### src/rtl/isa_pkg.sv
// rtl/isa_pkg.sv - instruction-set constants and form decode shared with control_unit
// Purpose: class codes, instruction field bit positions, class legality and
//          register/immediate form decode used by encoder and decoder alike.
// Ports:   none (package).
package isa_pkg;

  localparam logic [2:0] ARITH = 3'd0;
  localparam logic [2:0] JUMP  = 3'd3;
  localparam logic [2:0] LOGIC = 3'd6;
  localparam logic [2:0] SHIFT = 3'd7;

  localparam int CLASS_LSB = 29;
  localparam int SUB_LSB   = 27;
  localparam int RD_LSB    = 22;
  localparam int RS_LSB    = 17;
  localparam int RT_LSB    = 12;
  localparam int IMM_LSB   = 0;
  localparam int TGT_LSB   = 0;

  function automatic logic is_legal_class(input logic [2:0] cls);
    return (cls == ARITH) || (cls == JUMP) || (cls == LOGIC) || (cls == SHIFT);
  endfunction

  // Only meaningful for non-jump classes; jump uses its own target form.
  function automatic logic is_imm_form(input logic [2:0] cls, input logic [1:0] sub);
    return (cls == SHIFT) || ((cls == ARITH) && (sub == 2'd1)) || ((cls == LOGIC) && sub[1]);
  endfunction

endpackage

### src/rtl/instr_encoder_if.sv
// rtl/instr_encoder_if.sv - request and instruction-memory write bus of instr_encoder
// Purpose: groups the request handshake/fields and the memory write/ack handshake.
// Ports:   master = loader plus instruction memory (drives request and mem_ack),
//          slave  = instr_encoder (drives in_ready and the memory write request).
interface instr_encoder_if #(
  parameter int ADDR_W = 10
);
  logic              in_valid;
  logic              in_ready;
  logic [2:0]        in_class;
  logic [1:0]        in_sub;
  logic [4:0]        in_rd;
  logic [4:0]        in_rs;
  logic [4:0]        in_rt;
  logic [16:0]       in_imm;
  logic [26:0]       in_target;
  logic              mem_we;
  logic [ADDR_W-1:0] mem_addr;
  logic [31:0]       mem_wdata;
  logic              mem_ack;

  modport master (
    output in_valid, in_class, in_sub, in_rd, in_rs, in_rt, in_imm, in_target, mem_ack,
    input  in_ready, mem_we, mem_addr, mem_wdata
  );

  modport slave (
    input  in_valid, in_class, in_sub, in_rd, in_rs, in_rt, in_imm, in_target, mem_ack,
    output in_ready, mem_we, mem_addr, mem_wdata
  );
endinterface

### src/rtl/sync_fifo.sv
// rtl/sync_fifo.sv - single-clock FIFO with occupancy counter
// Purpose: stores WIDTH-bit entries, first-word-fall-through head on dout.
// Ports:   clk, rst_n (async active-low), clear (sync flush), push/din, pop/dout,
//          full, empty, level (occupancy 0..DEPTH).
module sync_fifo #(
  parameter int WIDTH = 32,
  parameter int DEPTH = 4
) (
  input  logic                     clk,
  input  logic                     rst_n,
  input  logic                     clear,
  input  logic                     push,
  input  logic [WIDTH-1:0]         din,
  input  logic                     pop,
  output logic [WIDTH-1:0]         dout,
  output logic                     full,
  output logic                     empty,
  output logic [$clog2(DEPTH):0]   level
);
  localparam int PTR_W = $clog2(DEPTH);
  localparam int LVL_W = PTR_W + 1;

  logic [WIDTH-1:0] mem [DEPTH];
  logic [PTR_W-1:0] wr_ptr;
  logic [PTR_W-1:0] rd_ptr;

  // Pointers wrap naturally because DEPTH is a power of two.
  always_ff @(posedge clk or negedge rst_n) begin
    if (!rst_n) begin
      wr_ptr <= '0;
      rd_ptr <= '0;
      level  <= '0;
    end else if (clear) begin
      wr_ptr <= '0;
      rd_ptr <= '0;
      level  <= '0;
    end else begin
      if (push) wr_ptr <= wr_ptr + PTR_W'(1);
      if (pop)  rd_ptr <= rd_ptr + PTR_W'(1);
      case ({push, pop})
        2'b10:   level <= level + LVL_W'(1);
        2'b01:   level <= level - LVL_W'(1);
        default: level <= level;
      endcase
    end
  end

  always_ff @(posedge clk) begin
    if (push && !clear) mem[wr_ptr] <= din;
  end

  assign dout  = mem[rd_ptr];
  assign full  = (level == LVL_W'(DEPTH));
  assign empty = (level == '0);
endmodule

### src/rtl/instr_encoder.sv
// rtl/instr_encoder.sv - encodes instruction words and writes them to instruction memory
// Purpose: encodes accepted requests into 32-bit words, queues them in a FIFO and
//          writes them to consecutive instruction-memory addresses via write/ack.
// Ports:   clk, rst_n (async active-low), clear (sync flush),
//          bus (slave: request handshake + fields, memory write/ack),
//          err (illegal class dropped), wrapped (address wrapped to 0), level (FIFO occupancy).
module instr_encoder
  import isa_pkg::*;
#(
  parameter int                DEPTH     = 4,
  parameter int                ADDR_W    = 10,
  parameter logic [ADDR_W-1:0] BASE_ADDR = '0
) (
  input  logic                   clk,
  input  logic                   rst_n,
  input  logic                   clear,
  instr_encoder_if.slave         bus,
  output logic                   err,
  output logic                   wrapped,
  output logic [$clog2(DEPTH):0] level
);
  localparam int LVL_W = $clog2(DEPTH) + 1;

  typedef enum logic {IDLE, WRITE} state_t;

  state_t            state;
  logic [31:0]       word;
  logic [31:0]       head;
  logic              legal;
  logic              accept;
  logic              push;
  logic              pop;
  logic              full;
  logic              empty;
  logic              mem_we_q;
  logic [ADDR_W-1:0] addr_q;

  always_comb begin
    word = '0;
    word[CLASS_LSB +: 3] = bus.in_class;
    word[SUB_LSB +: 2]   = bus.in_sub;
    if (bus.in_class == JUMP) begin
      word[TGT_LSB +: 27] = bus.in_target;
    end else begin
      word[RD_LSB +: 5] = bus.in_rd;
      word[RS_LSB +: 5] = bus.in_rs;
      if (is_imm_form(bus.in_class, bus.in_sub)) word[IMM_LSB +: 17] = bus.in_imm;
      else                                       word[RT_LSB +: 5]   = bus.in_rt;
    end
  end

  assign legal        = is_legal_class(bus.in_class);
  assign bus.in_ready = !full && !clear;
  assign accept       = bus.in_valid && bus.in_ready;
  // Illegal classes are still handshaken so the loader never stalls on them.
  assign push         = accept && legal;
  assign pop          = (state == WRITE) && bus.mem_ack && !clear;

  sync_fifo #(
    .WIDTH (32),
    .DEPTH (DEPTH)
  ) u_fifo (
    .clk   (clk),
    .rst_n (rst_n),
    .clear (clear),
    .push  (push),
    .din   (word),
    .pop   (pop),
    .dout  (head),
    .full  (full),
    .empty (empty),
    .level (level)
  );

  always_ff @(posedge clk or negedge rst_n) begin
    if (!rst_n) begin
      state    <= IDLE;
      mem_we_q <= 1'b0;
      addr_q   <= BASE_ADDR;
      err      <= 1'b0;
      wrapped  <= 1'b0;
    end else begin
      err     <= accept && !legal;
      wrapped <= 1'b0;
      if (clear) begin
        state    <= IDLE;
        mem_we_q <= 1'b0;
        addr_q   <= BASE_ADDR;
      end else begin
        case (state)
          IDLE: begin
            if (!empty) begin
              state    <= WRITE;
              mem_we_q <= 1'b1;
            end
          end
          WRITE: begin
            if (bus.mem_ack) begin
              addr_q  <= addr_q + ADDR_W'(1);
              wrapped <= &addr_q;
              // An entry remains if more than the head was queued or one arrives now.
              if (!push && (level == LVL_W'(1))) begin
                state    <= IDLE;
                mem_we_q <= 1'b0;
              end
            end
          end
          default: begin
            state    <= IDLE;
            mem_we_q <= 1'b0;
          end
        endcase
      end
    end
  end

  assign bus.mem_we    = mem_we_q;
  assign bus.mem_addr  = addr_q;
  assign bus.mem_wdata = mem_we_q ? head : 32'd0;
endmodule

### src/flat_wrapper.sv
// flat-port wrapper written by rule: the top's interface ports become plain ports
module instr_encoder_flat import isa_pkg::*;
#(
  parameter int                DEPTH     = 4,
  parameter int                ADDR_W    = 10,
  parameter logic [ADDR_W-1:0] BASE_ADDR = '0
)
  (clk, rst_n, clear, err, wrapped, level, bus_in_valid, bus_in_class, bus_in_sub, bus_in_rd, bus_in_rs, bus_in_rt, bus_in_imm, bus_in_target, bus_mem_ack, bus_in_ready, bus_mem_we, bus_mem_addr, bus_mem_wdata);
  instr_encoder_if #(.ADDR_W(ADDR_W)) bus_i ();
  input  logic clk;
  input  logic rst_n;
  input  logic clear;
  output logic err;
  output logic wrapped;
  output logic [$clog2(DEPTH):0] level;
  input wire logic [$bits(bus_i.in_valid)-1:0] bus_in_valid;
  input wire logic [$bits(bus_i.in_class)-1:0] bus_in_class;
  input wire logic [$bits(bus_i.in_sub)-1:0] bus_in_sub;
  input wire logic [$bits(bus_i.in_rd)-1:0] bus_in_rd;
  input wire logic [$bits(bus_i.in_rs)-1:0] bus_in_rs;
  input wire logic [$bits(bus_i.in_rt)-1:0] bus_in_rt;
  input wire logic [$bits(bus_i.in_imm)-1:0] bus_in_imm;
  input wire logic [$bits(bus_i.in_target)-1:0] bus_in_target;
  input wire logic [$bits(bus_i.mem_ack)-1:0] bus_mem_ack;
  output wire logic [$bits(bus_i.in_ready)-1:0] bus_in_ready;
  output wire logic [$bits(bus_i.mem_we)-1:0] bus_mem_we;
  output wire logic [$bits(bus_i.mem_addr)-1:0] bus_mem_addr;
  output wire logic [$bits(bus_i.mem_wdata)-1:0] bus_mem_wdata;
  assign bus_i.in_valid = bus_in_valid;
  assign bus_i.in_class = bus_in_class;
  assign bus_i.in_sub = bus_in_sub;
  assign bus_i.in_rd = bus_in_rd;
  assign bus_i.in_rs = bus_in_rs;
  assign bus_i.in_rt = bus_in_rt;
  assign bus_i.in_imm = bus_in_imm;
  assign bus_i.in_target = bus_in_target;
  assign bus_i.mem_ack = bus_mem_ack;
  assign bus_in_ready = bus_i.in_ready;
  assign bus_mem_we = bus_i.mem_we;
  assign bus_mem_addr = bus_i.mem_addr;
  assign bus_mem_wdata = bus_i.mem_wdata;
  instr_encoder #(.DEPTH(DEPTH), .ADDR_W(ADDR_W), .BASE_ADDR(BASE_ADDR)) u_core (.clk(clk), .rst_n(rst_n), .clear(clear), .bus(bus_i), .err(err), .wrapped(wrapped), .level(level));
endmodule
### config.mk
export PLATFORM = sky130hd
export DESIGN_NAME = instr_encoder_flat
export DESIGN_NICKNAME = d
export VERILOG_FILES = /design/src/rtl/isa_pkg.sv /design/src/rtl/instr_encoder_if.sv /design/src/rtl/sync_fifo.sv /design/src/rtl/instr_encoder.sv /design/src/flat_wrapper.sv
export SDC_FILE = /design/constraint.sdc
export NUM_CORES = 1
export LEC_CHECK = 0
export CELL_PAD_IN_SITES_DETAIL_PLACEMENT = 0
export CELL_PAD_IN_SITES_GLOBAL_PLACEMENT = 1
export CORE_ASPECT_RATIO = 1.5
export CORE_MARGIN = 2
export CORE_UTILIZATION = 45
export CTS_CLUSTER_DIAMETER = 60
export DETAILED_ROUTE_END_ITERATION = 10
export GPL_ROUTABILITY_DRIVEN = 0
export PLACE_DENSITY = 0.84
export SLEW_MARGIN = 20
export SYNTH_ARGS = -nofsm -noshare
export SYNTH_HDL_FRONTEND = slang
export SYNTH_HIERARCHICAL = 1
export SYNTH_SLANG_ARGS = --single-unit
### constraint.sdc
create_clock -name clk -period 3.8 [get_ports clk]
set_clock_uncertainty 0.1 [all_clocks]
set_input_delay 0.76 -clock clk [delete_from_list [all_inputs] [get_ports clk]]
set_output_delay 0.76 -clock clk [all_outputs]
set_load 0.02 [all_outputs]
==> flow_summary.toml <==
[worst_setup_path]
critPathBufInv = 2
max_stage_delay_ns = 0.58
path_cells = "buf_4 > mux4_1 > and2_1 > clkdlybuf4s50_1"
arrival_ns = 2.39
crit_fanout = 15
critPathCaptureType = "output port"
crit_type = "register to output port"
cp_slowest_cell = "mux4_1"
cp_top_family = "buffers and inverters"
critPathRequiredTime_ns = 2.94
start_kind = "register"
reg2reg_from = "u_core/u_fifo/level[2]$_DFFE_PN0P_"
cp-startpoint = "u_core/u_fifo/rd_ptr[0]$_DFFE_PN0P_"

[floorplanning]
rows = 53
die-area_sq_mm = 0.0155
core_area_sq_mm = 0.0141
die_x_um = 102
ios = 118
die_y_um = 151
start_util = 0.462

[yosys]
ys_ff_latch = 149
synthTopCellsByArea = "edfxtp_1 59%, mux4_2 9.7%, dfrtp_1 8.1%"
yosys.area_share.xor_xnor = 0.00940
synth_top_family_by_area = "multiplexers"
yosysWarnings = 6
ys_types = 44
synthAdderAreaFrac = 0.0127
synthSimpleGateAreaFrac = 0.0840
synth_top_area_share = 0.589
synth_fp_nets = 454
yosysTopAreaCell = "edfxtp_1"
syn_area_sq_mm = 0.00652
syn_inst = 379
synthMuxAreaShare = 0.143
syn_avg_cell_area_sq_um = 17.2
synth-seq-area-share = 0.670
synth_compound_area_frac = 0.0528

[sta]
hold_viol = 0
setup_tns_ns = 0
fin_crit_sh = 0.856
worstMarginPinSlew_ns = 0.987
slew_viol_final = 0
hold_ws_ns = 0.447
finalSetupViolCount = 0
setup_slack_ns = 0.547
min_period_ns = 3.25
fmax_mhz = 307
slew_headroom = 0.340
rsz0062_at_grt = "false"

[clocking]
clock-sinks = 149
post-cts-setup-buffers = 0
cts_tree = "yes"
cts.path.max_buffers = 2
clk_pin_slew_ns = 0.06
ctsHoldBuffers = 0
cts_made_buffers = 17
clock_latency_ns = 0.41
clk_root_buffer_cell = "clkbuf_16"
post_cts_resized = 0
cts_max_level = 4

[global_routing]
grt_pass1_vias = 3978
grt_antenna_before_repair = 0
grt_remaining_overflow = 0
grt_pass1_wl_um = 20900
grt_max_degree = 35
grtUsageTotal = 0.184

[power]
p_sw_frac = 0.213
clkPwrFrac = 0.435
seqPwrFrac = 0.452
powerDensity_mw_per_mm2 = 477
power.leakage_uw = 0.00289
ir_worst_vdd_mv = 0.300
internal-power_uw = 3220
power.share.combinational = 0.113
p_sw_uw = 869
finalPower_uw = 4090

[run]
cap_violations = 0

[placed_design]
hpwl_um = 8950
dp.cells = 679
place_ws_ns = 0.615
io_buffers = 117

[run_status]
status = "complete, no violations"

[worst_hold_path]
min_path_type = "register to register"
hp-start = "u_core/u_fifo/rd_ptr[1]$_DFFE_PN0P_"

[finish]
nets = 581
area_growth_pct = 31.4
final_common_cell = "edfxtp_1"
drive_gt1_frac = 0.170
mostFrequentLayoutCells = "128 x edfxtp_1, 117 x clkdlybuf4s50_1, 33 x and2_1"
layout.cells.non_filler = 711
antenna_cells = 0
fill_cells = 1023

[drt]
dr.first_iter.drc_count = 279
vias_per_cell = 5.39
postRouteAntennaNets = 0
drtPass1Iterations = 4
drc = 0
vias = 3832
avgRoutedWirePerCell_um = 19.1
routed_wl_um = 13600
==> tightest hold or removal path, stage by stage, from the launching register on <==
cell,delay (ns)
dfrtp_1,0.36
xor2_1,0.08
nor2_1,0.07
==> cells in the mapped netlist, drive strengths merged <==
cell type,instances
fa,1
ha,5
o211ai,1
mux2,11
nor2,13
edfxtp,128
nand3,4
or2,1
nand4,2
or4,4
and2,37
clkbuf,7
or3,3
a21oi,15
and2b,1
o21ai,4
nor3,4
nand2,13
nand2b,1
buf,15
dfrtp,21
nor4,1
nor2b,2
o31ai,4
xnor2,4
o221ai,10
mux4,32
inv,5
and3b,2
mux2i,7
nor3b,4
a41o,1
a22o,12
o21a,1
xor2,3
==> worst paths after layout <==
check | to | slack [ns] | cells after the start
min reg2reg | u_core/u_fifo/rd_ptr[1]$_DFFE_PN0P_ | 0.45 | 2
max reg2reg | u_core/u_fifo/level[2]$_DFFE_PN0P_ | 1.44 | 9
max | bus_mem_wdata[2] | 0.55 | 4
min in group asynchronous | u_core/bus.mem_addr[3]$_DFFE_PN0P_ | 0.80 | 1
min | u_core/u_fifo/rd_ptr[1]$_DFFE_PN0P_ | 0.45 | 2
max in group asynchronous | u_core/u_fifo/rd_ptr[0]$_DFFE_PN0P_ | 2.14 | 1
==> state kept, by name, indices dropped and copies added, names as in the netlist <==
| name | flops |
|---|---|
| u_core/wrapped | 1 |
| u_core/state | 1 |
| u_core/u_fifo/mem | 128 |
| u_core/bus.mem_we | 1 |
| u_core/u_fifo/rd_ptr | 2 |
| u_core/u_fifo/wr_ptr | 2 |
| u_core/bus.mem_addr | 10 |
| u_core/err | 1 |
| u_core/u_fifo/level | 3 |
==> kinds of logic (layout without fill, tap and decap cells) <==
| family | Yosys count | in the layout |
|---|---|---|
| AO/OA/AOI/OAI | 48 | 48 |
| XOR/XNOR | 7 | 7 |
| adder cells (fa/ha/maj) | 6 | 6 |
| buffers and inverters | 27 | 167 |
| flip-flops | 149 | 149 |
| multiplexers | 50 | 50 |
| AND/OR/NAND/NOR | 92 | 92 |
==> metal layers <==
layer / global-route usage / wire, um
met5: 0 / 0
met2: 0.326 / 7480
met3: 0.0508 / 891
met4: 0.0553 / 51
met1: 0.217 / 5140
==> through the flow <==
| stage | util | area (sq um) |
|---|---|---|
| after floorplan | - | 6520 |
| after detailed placement | 0.562 | 7940 |
| final | 0.607 | 8570 |
| after global routing | 0.607 | 8570 |
| after CTS | 0.607 | 8570 |
| after global placement | 0.562 | 7940 |
==> power groups by stage <==
stage	registers [uW]	logic (uW)	clock network, uW
floorplan	1870	248	0
global placement	1880	455	0
detailed placement	1880	464	0
CTS	1850	467	1810
global route	1850	495	1870
finish	1850	461	1780
==> layout make-up <==
cell class                 count  area, sq um  share of cell area
multi-input combinational    203         1970               0.230
timing repair buffer         130         1330               0.155
sequential                   149         4370               0.510
clock buffer                  18          429              0.0501
clock inverter                14          208              0.0242
tap                          192          240              0.0280
inverter                       5         18.8             0.00219
(Power assumes the default switching activity.)
==> RTL edit 1 (same settings) <==
`DEPTH` is set to 4 in 3 places; all go to 8.
--- a/src/rtl/sync_fifo.sv
+++ b/src/rtl/sync_fifo.sv
@@ -4,7 +4,7 @@
 //          full, empty, level (occupancy 0..DEPTH).
 module sync_fifo #(
   parameter int WIDTH = 32,
-  parameter int DEPTH = 4
+  parameter int DEPTH = 8
 ) (
   input  logic                     clk,
   input  logic                     rst_n,
--- a/src/rtl/instr_encoder.sv
+++ b/src/rtl/instr_encoder.sv
@@ -7,7 +7,7 @@
 module instr_encoder
   import isa_pkg::*;
 #(
-  parameter int                DEPTH     = 4,
+  parameter int                DEPTH     = 8,
   parameter int                ADDR_W    = 10,
   parameter logic [ADDR_W-1:0] BASE_ADDR = '0
 ) (
--- a/src/flat_wrapper.sv
+++ b/src/flat_wrapper.sv
@@ -1,7 +1,7 @@
 // flat-port wrapper written by rule: the top's interface ports become plain ports
 module instr_encoder_flat import isa_pkg::*;
 #(
-  parameter int                DEPTH     = 4,
+  parameter int                DEPTH     = 8,
   parameter int                ADDR_W    = 10,
   parameter logic [ADDR_W-1:0] BASE_ADDR = '0
 )
Interface: changed (resized level); port bits go from 118 to 119. The function was not compared with the original's and may differ.
==> RTL edit 1 against the original RTL <==
Power is 58% higher; final area is 69% higher; first-iteration DRC count grew 41%; sequential share of layout area grew 6.3 points; sequential cell count grew 131; area after synthesis is 81% higher; wire length is 90% higher; worst setup slack lost 0.45 ns.
==> RTL edit 1: results (changes against the original RTL) <==
[drt]
drt_iter0_drc = 393  ; +41%
wl_met3_um = 1570  ; +76%
via_count = 6418  ; +67%
route.met2.wl_um = 13900  ; +86%
wl_um = 25700  ; +90%
wl_met1_um = 9610  ; +87%

[final_layout]
nets = 843  ; +45%
drive_gt1_share_pct = 23.3  ; +6.3 points
largest_reg_flops = 256  ; +100%

[placed_design]
portBuffers = 118  ; +0.85%
dp_cells = 1069  ; +57%

[clock_network]
cts_buffers = 25  ; +8
cts.path.max_buffers = 3  ; +1

[power_and_ir_drop]
p_sw_mw = 1.37  ; +58%
vdd_drop_max_uv = 303  ; +0.88%
clockPowerShare_pct = 38.2  ; -5.3 points
pg_seq_mw = 3.42  ; +85%

[setup_path]
ff2ff_setup_slack_ns = 0.97  ; -0.47 ns
rr_endpoint = u_core/u_fifo/level[3]$_DFFE_PN0P_
slowest_delay_ns = 0.56  ; -0.02 ns
reg2reg_from = u_core/u_fifo/level[1]$_DFFE_PN0P_
cp-endpoint = bus_mem_wdata[31]

[global_route]
use_met3_pct = 2.98  ; -2.1 points
use_met2_pct = 34.3  ; +1.7 points
grt_max_degree = 33  ; -5.7%
grt_pass1_wl_um = 39000  ; +86%
grtUsageTotal_pct = 18.7  ; +0.31 points
grt_pass1_vias = 6875  ; +73%

[synth]
synth_nets = 689  ; +52%
synth_edf_count = 256  ; +100%
synth.yosys.seq_area_share_pct = 70.3  ; +3.3 points
ys_top_cells_by_count = edfxtp_1, mux4_2, mux2_2
synthTopCellsByArea = edfxtp_1, mux4_2, dfrtp_1
syn_area_per_cell_um2 = 19.2  ; +11%
ys_async_sr_fraction_pct = 8.57  ; -5.5 points

[run_status]
outcome = completed

[sta]
fin_crit_sh_pct = 97.5  ; +12 points

[RTL edit 1: changes by cell type after synthesis, sizes merged, moves of 5 or more]
cell    before  now
nor2        13   23
nand2b       1    6
mux4        32   64
edfxtp     128  256
mux2        11   43
clkbuf       7   16
[RTL edit 1: cell type report]
cell class / instances / area, um2
fillers: 1947 / 11300
flip-flops and latches: 280 / 8300
multi-input cells: 293 / 3310
repair buffers: 161 / 1620
clock buffers: 28 / 637
well taps: 333 / 417
clock inverters: 16 / 161
inverters: 8 / 30.0
[RTL edit 1: kinds of logic (layout without fill, tap and decap cells)]
kind of cell,count (synthesis),after routing,synth area share [%]
xor gates and xnor gates,8,8,0.594
muxes,115,115,17.7
adders and majority gates,5,5,0.531
AOI/OAI and AO/OA,54,54,3.41
and+or+nand+nor,111,111,5.33
buffers and inverters,42,213,2.14
DFF,280,280,70.3
==> RTL edit 2 (config.mk and constraints unchanged) <==
Without the edit above. Reset style: synchronous (`rst_n`), changed in 2 clocked blocks. Comments in the files are not updated.
--- a/src/rtl/sync_fifo.sv
+++ b/src/rtl/sync_fifo.sv
@@ -25,7 +25,7 @@
   logic [PTR_W-1:0] rd_ptr;
 
   // Pointers wrap naturally because DEPTH is a power of two.
-  always_ff @(posedge clk or negedge rst_n) begin
+  always_ff @(posedge clk) begin
     if (!rst_n) begin
       wr_ptr <= '0;
       rd_ptr <= '0;
--- a/src/rtl/instr_encoder.sv
+++ b/src/rtl/instr_encoder.sv
@@ -72,7 +72,7 @@
     .level (level)
   );
 
-  always_ff @(posedge clk or negedge rst_n) begin
+  always_ff @(posedge clk) begin
     if (!rst_n) begin
       state    <= IDLE;
       mem_we_q <= 1'b0;
Function: differs if rst_n is asserted again (counterexample within 4 cycles, from zero or initial values and one cycle with rst_n low); with rst_n held inactive, the same outputs for 4 cycles.
==> RTL edit 2 against the original RTL <==
Sequential cell count rose by 2; highest routed layer unchanged; worst setup slack got worse by 0.10 ns; via count fell by 0.89%; critical endpoint is now bus_mem_wdata[12]; wire length fell by 3.4%; sequential share of layout area rose by 0.27 points; area after synthesis fell by 1.6%; final area fell by 2.0%; cell count rose by 0.84%.
Power is not compared: it rests on default switching activity, and its combinational part moved more than twofold at a synthesized area within 25%.
==> RTL edit 2: results (changes against the original RTL) <==
[run_status]
outcome = completed

[power_and_ir_drop]
p_leak_nw = 2.76

[final_layout]
final_cell_area_um2 = 8400  ; -2.0%
nets = 588  ; +1.2%
drive_gt1_share_pct = 16.0  ; -0.96 points
num-fill-cells = 1043  ; +2.0%

[drt]
wl_met3_um = 655  ; -26%
wl_per_cell_um = 18.3  ; -4.2%
wl_met1_um = 5210  ; +1.3%
drt_iter0_drc = 235  ; -16%
viasPerCell = 5.30  ; -1.7%

[synth]
synth.yosys.seq_area_share_pct = 67.1  ; about the same
synth_xor_area_share_pct = 1.77  ; +0.83 points
synth_nets = 457  ; +0.66%
syn_area_per_cell_um2 = 16.8  ; -2.1%
synth_fa_ha_area_share_pct = 1.48  ; +0.22 points
synth_cell_types = 39  ; -11%
yosys-mux-area-fraction_pct = 14.0  ; -0.28 points
ys_top_cells_by_count = edfxtp_1, and2_1, mux4_2
ys_async_sr_fraction_pct = 0  ; -14 points

[setup_path]
worstPathMaxFanout = 32  ; +17
crit_family = flip-flops
reg2reg_from = u_core/u_fifo/level[0]$_SDFFE_PP0P_
slowest_stage = dfxtp_2
crit_arrival_ns = 2.49  ; +0.10 ns
slowest_delay_ns = 0.89  ; +0.31 ns
rr_endpoint = u_core/u_fifo/level[2]$_SDFFE_PP0P_
ff2ff_setup_slack_ns = 1.46  ; +0.02 ns
cp-endpoint = bus_mem_wdata[12]

[placed_design]
hpwlAfterDp_um = 8590  ; -4.0%
dp_cells = 685  ; +0.88%
postPlaceCellArea_um2 = 7860  ; -0.96%
pre_cts_slack_ns = 0.420  ; -0.195 ns
portBuffers = 117  ; unchanged

[worst_hold_path]
min_from = u_core/bus.mem_addr[9]$_SDFFE_PP0P_
hold_end = u_core/wrapped$_SDFF_PP0_

[global_route]
grt_pass1_wl_um = 20800  ; -0.49%
use_met3_pct = 5.62  ; +0.54 points
use_met2_pct = 31.8  ; -0.76 points
grt_pass1_vias = 4106  ; +3.2%
use_met1_pct = 21.3  ; -0.36 points
grtUsageTotal_pct = 18.3  ; -0.098 points

[sta]
worst_pin_slew_ns = 0.865  ; -0.123 ns
fin_crit_sh_pct = 88.3  ; +2.6 points
worst_hold_slack_ns = 0.405  ; -0.0421 ns

[clock_network]
clk_pin_slew_ns = 0.06  ; about the same

==> RTL edit 2: cell types whose count changed in the layout (fill, tap and decap cells not counted), moves of 4 or more <==
cell,unedited run,this run
nor2_1,13,23
dfrtp_1,20,0
mux2_1,3,10
or4_1,4,0
a21oi_1,15,9
bufinv_16,5,0
dfxtp_1,0,21
o31ai_1,4,0
mux2_2,7,0
xor2_1,3,11
==> RTL edit 2: cell type report <==
type | instances | share of cell area [%]
multi-input combinational | 205 | 23.3
sequential | 151 | 51.3
timing repair buffer | 130 | 15.8
clock inverter | 11 | 0.864
inverter | 7 | 0.313
clock buffer | 21 | 5.61
tap | 192 | 2.86
==> RTL edit 2: where the power goes <==
| part | total (mW) | switching (mW) | leakage, nW | internal, mW |
|---|---|---|---|---|
| Clock | 1.51 | 0.622 | 0.276 | 0.888 |
| Combinational | 0.192 | 0.0865 | 1.13 | 0.105 |
| Sequential | 1.82 | 0.00281 | 1.36 | 1.81 |
